$ cat src/rtl/boot_sequencer.sv
// boot_sequencer: program-load and run controller for the 16-bit CPU datapath.
// It holds the CPU in reset and can zero-fill the RAM first. It then writes the
// incoming program words through RAM port A, releases the CPU reset after a
// fixed hold, and supervises the run with a cycle counter, halt detection and
// a watchdog.
//
// Ports:
//   clk          system clock, rising edge
//   reset        asynchronous active-low reset
//   start        one-cycle pulse; starts a session from IDLE/DONE/TIMEOUT/ERROR
//   ld_valid     load stream word valid
//   ld_data      load stream word
//   ld_last      marks the final word of the program
//   ld_ready     block accepts a word (only in LOAD)
//   cpu_halt     CPU halt indication, level
//   mem_we       RAM port A write enable
//   mem_addr     RAM port A address
//   mem_data     RAM port A write data
//   cpu_reset_n  active-low reset to the CPU datapath
//   busy         high in CLEAR, LOAD, HOLD and RUN
//   done         high in DONE
//   timeout      high in TIMEOUT
//   error        high in ERROR (program overflow)
//   word_count   words loaded this session
//   cycle_count  RUN cycles this session
module boot_sequencer #(
  parameter int DATA_W       = 16,
  parameter int ADDR_W       = 10,
  parameter int RESET_CYCLES = 2,
  parameter int TIMEOUT      = 1024,
  parameter int CLEAR_MEM    = 1,
  parameter int CNT_W        = 32
) (
  input  logic              clk,
  input  logic              reset,
  input  logic              start,
  input  logic              ld_valid,
  input  logic [DATA_W-1:0] ld_data,
  input  logic              ld_last,
  output logic              ld_ready,
  input  logic              cpu_halt,
  output logic              mem_we,
  output logic [ADDR_W-1:0] mem_addr,
  output logic [DATA_W-1:0] mem_data,
  output logic              cpu_reset_n,
  output logic              busy,
  output logic              done,
  output logic              timeout,
  output logic              error,
  output logic [ADDR_W:0]   word_count,
  output logic [CNT_W-1:0]  cycle_count
);

  typedef enum logic [2:0] {
    S_IDLE, S_CLEAR, S_LOAD, S_HOLD, S_RUN, S_DONE, S_TIMEOUT, S_ERROR
  } state_t;

  localparam logic [ADDR_W-1:0] LAST_ADDR   = '1;
  localparam int                HOLD_W      = $clog2(RESET_CYCLES + 1);
  localparam logic [HOLD_W-1:0] HOLD_LAST   = HOLD_W'(RESET_CYCLES - 1);
  localparam logic [CNT_W-1:0]  TIMEOUT_CNT = CNT_W'(TIMEOUT);

  state_t              state_reg, state_next;
  logic [HOLD_W-1:0]   hold_cnt_reg, hold_cnt_next;
  logic                mem_we_reg, mem_we_next;
  logic [ADDR_W-1:0]   mem_addr_reg, mem_addr_next;
  logic [DATA_W-1:0]   mem_data_reg, mem_data_next;
  logic [ADDR_W:0]     word_count_reg, word_count_next;
  logic [CNT_W-1:0]    cycle_count_reg, cycle_count_next;
  logic                cpu_reset_n_reg, busy_reg, done_reg, timeout_reg, error_reg;
  logic                transfer;

  assign ld_ready    = (state_reg == S_LOAD);
  assign transfer    = ld_ready && ld_valid;
  assign mem_we      = mem_we_reg;
  assign mem_addr    = mem_addr_reg;
  assign mem_data    = mem_data_reg;
  assign word_count  = word_count_reg;
  assign cycle_count = cycle_count_reg;
  assign cpu_reset_n = cpu_reset_n_reg;
  assign busy        = busy_reg;
  assign done        = done_reg;
  assign timeout     = timeout_reg;
  assign error       = error_reg;

  always_comb begin
    state_next       = state_reg;
    hold_cnt_next    = hold_cnt_reg;
    mem_we_next      = 1'b0;
    mem_addr_next    = mem_addr_reg;
    mem_data_next    = mem_data_reg;
    word_count_next  = word_count_reg;
    cycle_count_next = cycle_count_reg;

    case (state_reg)
      S_IDLE, S_DONE, S_TIMEOUT, S_ERROR: begin
        if (start) begin
          word_count_next  = '0;
          cycle_count_next = '0;
          if (CLEAR_MEM != 0) begin
            // The zero write to address 0 is issued on the entry edge, so
            // every CLEAR cycle carries exactly one write.
            state_next    = S_CLEAR;
            mem_we_next   = 1'b1;
            mem_addr_next = '0;
            mem_data_next = '0;
          end else begin
            state_next = S_LOAD;
          end
        end
      end
      S_CLEAR: begin
        if (mem_addr_reg == LAST_ADDR) begin
          state_next = S_LOAD;
        end else begin
          mem_we_next   = 1'b1;
          mem_addr_next = mem_addr_reg + 1'b1;
          mem_data_next = '0;
        end
      end
      S_LOAD: begin
        if (transfer) begin
          mem_we_next     = 1'b1;
          mem_addr_next   = word_count_reg[ADDR_W-1:0];
          mem_data_next   = ld_data;
          word_count_next = word_count_reg + 1'b1;
          if (ld_last) begin
            state_next    = S_HOLD;
            hold_cnt_next = '0;
          end else if (word_count_reg == {1'b0, LAST_ADDR}) begin
            // RAM is full and the program has not ended: overflow.
            state_next = S_ERROR;
          end
        end
      end
      S_HOLD: begin
        if (hold_cnt_reg == HOLD_LAST) state_next = S_RUN;
        else                           hold_cnt_next = hold_cnt_reg + 1'b1;
      end
      S_RUN: begin
        // Halt takes priority over the watchdog in the same cycle.
        if (cpu_halt)
          state_next = S_DONE;
        else if (TIMEOUT != 0 && cycle_count_reg == TIMEOUT_CNT)
          state_next = S_TIMEOUT;
      end
      default: state_next = S_IDLE;
    endcase

    // Counting on entry into RUN makes the first RUN cycle read 1, and a
    // terminating cycle is already included in the count.
    if (state_next == S_RUN) cycle_count_next = cycle_count_reg + 1'b1;
  end

  always_ff @(posedge clk or negedge reset) begin
    if (!reset) begin
      state_reg       <= S_IDLE;
      hold_cnt_reg    <= '0;
      mem_we_reg      <= 1'b0;
      mem_addr_reg    <= '0;
      mem_data_reg    <= '0;
      word_count_reg  <= '0;
      cycle_count_reg <= '0;
      cpu_reset_n_reg <= 1'b0;
      busy_reg        <= 1'b0;
      done_reg        <= 1'b0;
      timeout_reg     <= 1'b0;
      error_reg       <= 1'b0;
    end else begin
      state_reg       <= state_next;
      hold_cnt_reg    <= hold_cnt_next;
      mem_we_reg      <= mem_we_next;
      mem_addr_reg    <= mem_addr_next;
      mem_data_reg    <= mem_data_next;
      word_count_reg  <= word_count_next;
      cycle_count_reg <= cycle_count_next;
      // Status flags are registered from the next state so they line up
      // with the state they describe.
      cpu_reset_n_reg <= (state_next == S_RUN);
      busy_reg        <= (state_next == S_CLEAR) || (state_next == S_LOAD) ||
                         (state_next == S_HOLD)  || (state_next == S_RUN);
      done_reg        <= (state_next == S_DONE);
      timeout_reg     <= (state_next == S_TIMEOUT);
      error_reg       <= (state_next == S_ERROR);
    end
  end

endmodule

$ cat config.mk
export PLATFORM = sky130hd
export DESIGN_NAME = boot_sequencer
export DESIGN_NICKNAME = d
export VERILOG_FILES = /design/src/rtl/boot_sequencer.sv
export SDC_FILE = /design/constraint.sdc
export NUM_CORES = 1
export LEC_CHECK = 0
export CORE_MARGIN = 3
export CORE_UTILIZATION = 45
export CTS_BUF_LIST = sky130_fd_sc_hd__clkbuf_16
export CTS_CLUSTER_SIZE = 10
export DETAILED_ROUTE_END_ITERATION = 10
export PLACE_DENSITY = 0.76
export RECOVER_POWER = 25
export SKIP_LAST_GASP = 1
export SLEW_MARGIN = 10
export SYNTH_ARGS = -nofsm -noshare
export SYNTH_HDL_FRONTEND = slang
export SYNTH_SLANG_ARGS = --single-unit
export TNS_END_PERCENT = 20
$ cat constraint.sdc
create_clock -name clk -period 2.9 [get_ports clk]
set_clock_uncertainty 0.15 [all_clocks]
set_input_delay 0.29 -clock clk [delete_from_list [all_inputs] [get_ports clk]]
set_output_delay 0.29 -clock clk [all_outputs]
set_load 0.02 [all_outputs]
==> impl_metrics.toml <==
[logic_synthesis]
yosysTopAreaCell = "dfrtp_1"
synth_edf_count = 0
yosysSeqAreaShare_pct = 47.1
netlist_top_cells_area = "dfrtp_1 47%, nand2_1 6.3%, nand3_1 5.2%"
syn_avg_cell_area_um2 = 8.62
ys.flop_type = "dfrtp_1"
yosys.cell_count.top_type = "dfrtp_1"
synthArstFlopShare_pct = 100
yosysTopAreaCellShare_pct = 47.1
ys_seq_elements = 80
syn_nets = 520
ys_types = 47
synthesis.instances = 493
synth_common_cells = "80 x dfrtp_1, 71 x nand2_1, 44 x nand3_1"
synth_warnings = 0
synth_area_um2 = 4250

[layout]
drive_above_1_share_pct = 9.61
areaGrowthSynthToFinish_pct = 38.0
largest_register_ff_count = 32
antenna_cells = 0
nets = 636
nFillCells = 716

[worst_setup_path]
path_class = "flop to flop"
critPathMaxFanout = 6
start_kind = "flop"
cp_data_required_time_ps = 3000
arrival_ps = 2880
end_kind = "flop"

[global_routing]
antenna_found_initial = 0
grt_first_pass_wirelength_mm = 19.3
grt_usage_pct = 22.9
grt.overflow.total = 0
grt_max_degree = 81
grt_pass1_vias = 3933

[detailed_routing]
postRouteAntennaNets = 0
drc = 0
wl_mm = 12.0
drt_iter0_markers = 297
wl_met3_um = 673
wl_per_cell_um = 16.6
met2_length_mm = 5.87
via_count = 4170
via_per_inst = 5.78
wl_met1_mm = 5.10
top_layer = "met4"
drt-pass1-iter-count = 5

[min_path]
hold_path_class = "flop to flop"

[clock_tree]
clock_path_buffers = 2
clk_latency_ps = 330
htreeDepth = 3
clk_pin_slew_ps = 70
cts-hold-fix-buffers = 0
clock-sinks = 80
cts_root_buffer = "clkbuf_16"
numCtsBuffers = 9
cts_tree = "built"

[floorplanning]
die_x_um = 103
start_util_pct = 47.5
die-area_um2 = 10600
placementRows = 34
fp.coreArea_um2 = 8930
dieHeight_um = 103
io_pins = 98

[timing]
fin_crit_ps = 2790
slew_headroom_pct = -33.7
setup_tns_ps = 0
hold_violations = 0
worst_slew_pin_slew_ps = 2010
slew_violations = 81
fmax_mhz = 359
rsz0062_at_grt = "no"
fin_crit_sh_pct = 96.1
whs_ps = 316
setup_violations = 0

[pwr]
p_per_area_nw_per_um2 = 602
peakVddDrop_v = 0.000366
power_leakage_nw = 2.52

[flow_run]
maxCapViolCount = 1

[place]
dp_hpwl_mm = 8.28
io_buffers = 97
gp_congestion = 0.879

[status]
violations = "max-capacitance violations, max-slew violations"
status = "complete, but fails checks"
-- per-stage QoR --
stage	total power (W)	utilization, %	instances	instance area, um2	worst slack [ps]
floorplan	0.00183	-	493	4250	67.3
global placement	0.00220	61.7	705	5510	106
detailed placement	0.00223	61.7	705	5510	45.0
CTS	0.00354	65.5	721	5860	32.8
global route	0.00369	65.6	722	5860	17.7
finish	0.00353	65.6	722	5860	112
-- path summary, 6_finish.rpt --
| check | to | from | slack, ps | depth (start not counted) |
|---|---|---|---|---|
| min in group asynchronous | cycle_count[29] | reset | 330 | 1 |
| worst max-delay path | cycle_count[13] | word_count[1] | 110 | 9 |
| max in group asynchronous | done | reset | 1030 | 1 |
| worst min-delay path | mem_data[14] | mem_data[14] | 320 | 2 |
| worst max register to register | cycle_count[13] | word_count[1] | 110 | 9 |
| worst min register to register | mem_data[14] | mem_data[14] | 320 | 2 |
-- cell usage in the layout, fill, tap and decap left out, types with 2 or more instances in the layout --
| cell | synthesis | final |
|---|---|---|
| nand2b_1 | 4 | 4 |
| o22ai_1 | 2 | 2 |
| dfrtp_1 | 80 | 80 |
| clkbuf_16 | 0 | 9 |
| and4_1 | 2 | 2 |
| xnor2_1 | 6 | 6 |
| and3_1 | 9 | 9 |
| nand4_1 | 12 | 12 |
| and2_1 | 5 | 5 |
| clkdlybuf4s50_1 | 0 | 96 |
| nor2b_1 | 4 | 3 |
| a221oi_1 | 2 | 2 |
| xor2_1 | 6 | 6 |
| mux2i_1 | 13 | 13 |
| nand3_1 | 44 | 44 |
| nor3_1 | 10 | 10 |
| nor4b_1 | 2 | 2 |
| o21ai_1 | 12 | 12 |
| a21oi_1 | 41 | 41 |
| o31ai_1 | 3 | 3 |
| or3_1 | 13 | 13 |
| clkinvlp_4 | 0 | 2 |
| bufinv_16 | 0 | 3 |
| buf_12 | 0 | 2 |
| nor4_1 | 8 | 8 |
| buf_4 | 0 | 31 |
| ha_1 | 5 | 5 |
| nor2_1 | 35 | 35 |
| inv_1 | 29 | 29 |
| nand2_1 | 71 | 71 |
| a21o_1 | 5 | 5 |
| a22o_1 | 2 | 2 |
| or4_1 | 2 | 2 |
| o21ai_0 | 24 | 24 |
-- report_power, final --
part | switching, W | leakage (nW) | internal (W)
clock | 0.000462 | 0.162 | 0.000842
sequential | 0.000118 | 1.09 | 0.00121
combinational | 0.000515 | 1.28 | 0.000381
total | 0.00110 | 2.52 | 0.00243
-- cells by family after synthesis --
kind of cell / count (synthesis) / synth area share [%]
flip-flops: 80 / 47.1
buffers and inverters: 55 / 5.33
AND/OR/NAND/NOR: 227 / 26.8
AO/OA/AOI/OAI: 101 / 13.8
multiplexers: 13 / 3.06
XOR/XNOR: 12 / 2.47
adder cells (fa/ha/maj): 5 / 1.47
-- critical path: stages (launching register included) --
cell and delay [ps]:
dfrtp_1 360, ha_1 210, nand4_1 160, or4_4 560, o221a_4 280, nor3_4 200, nand3_4 130, buf_4 170
or3_1 350, o21ai_1 110
-- layout make-up --
class                   instances  area, um2  share of cell area [%]
well taps                     108        135                    2.31
multi-input cells             358       2030                    34.6
inverters                      30        113                    1.92
clock inverters                 7        119                    2.03
clock buffers                   9        225                    3.84
flip-flops and latches         80       2000                    34.2
repair buffers                130       1240                    21.1
-- per-layer routing --
| metal | GRT usage (%) | vias to the layer above |
|---|---|---|
| li1 | - | 1966 |
| met2 | 35.5 | 168 |
| met1 | 31.7 | 2001 |
| met5 | 0 | - |
| met4 | 10.1 | 0 |
| met3 | 3.52 | 35 |
-- timing repair --
item,4_1_cts,5_1_grt
endpoints found under the setup margin,0,11
gates resized for setup,0,0
endpoints found under the hold margin,0,0
buffers inserted,0,1
Power figures use the tool's default switching activity.
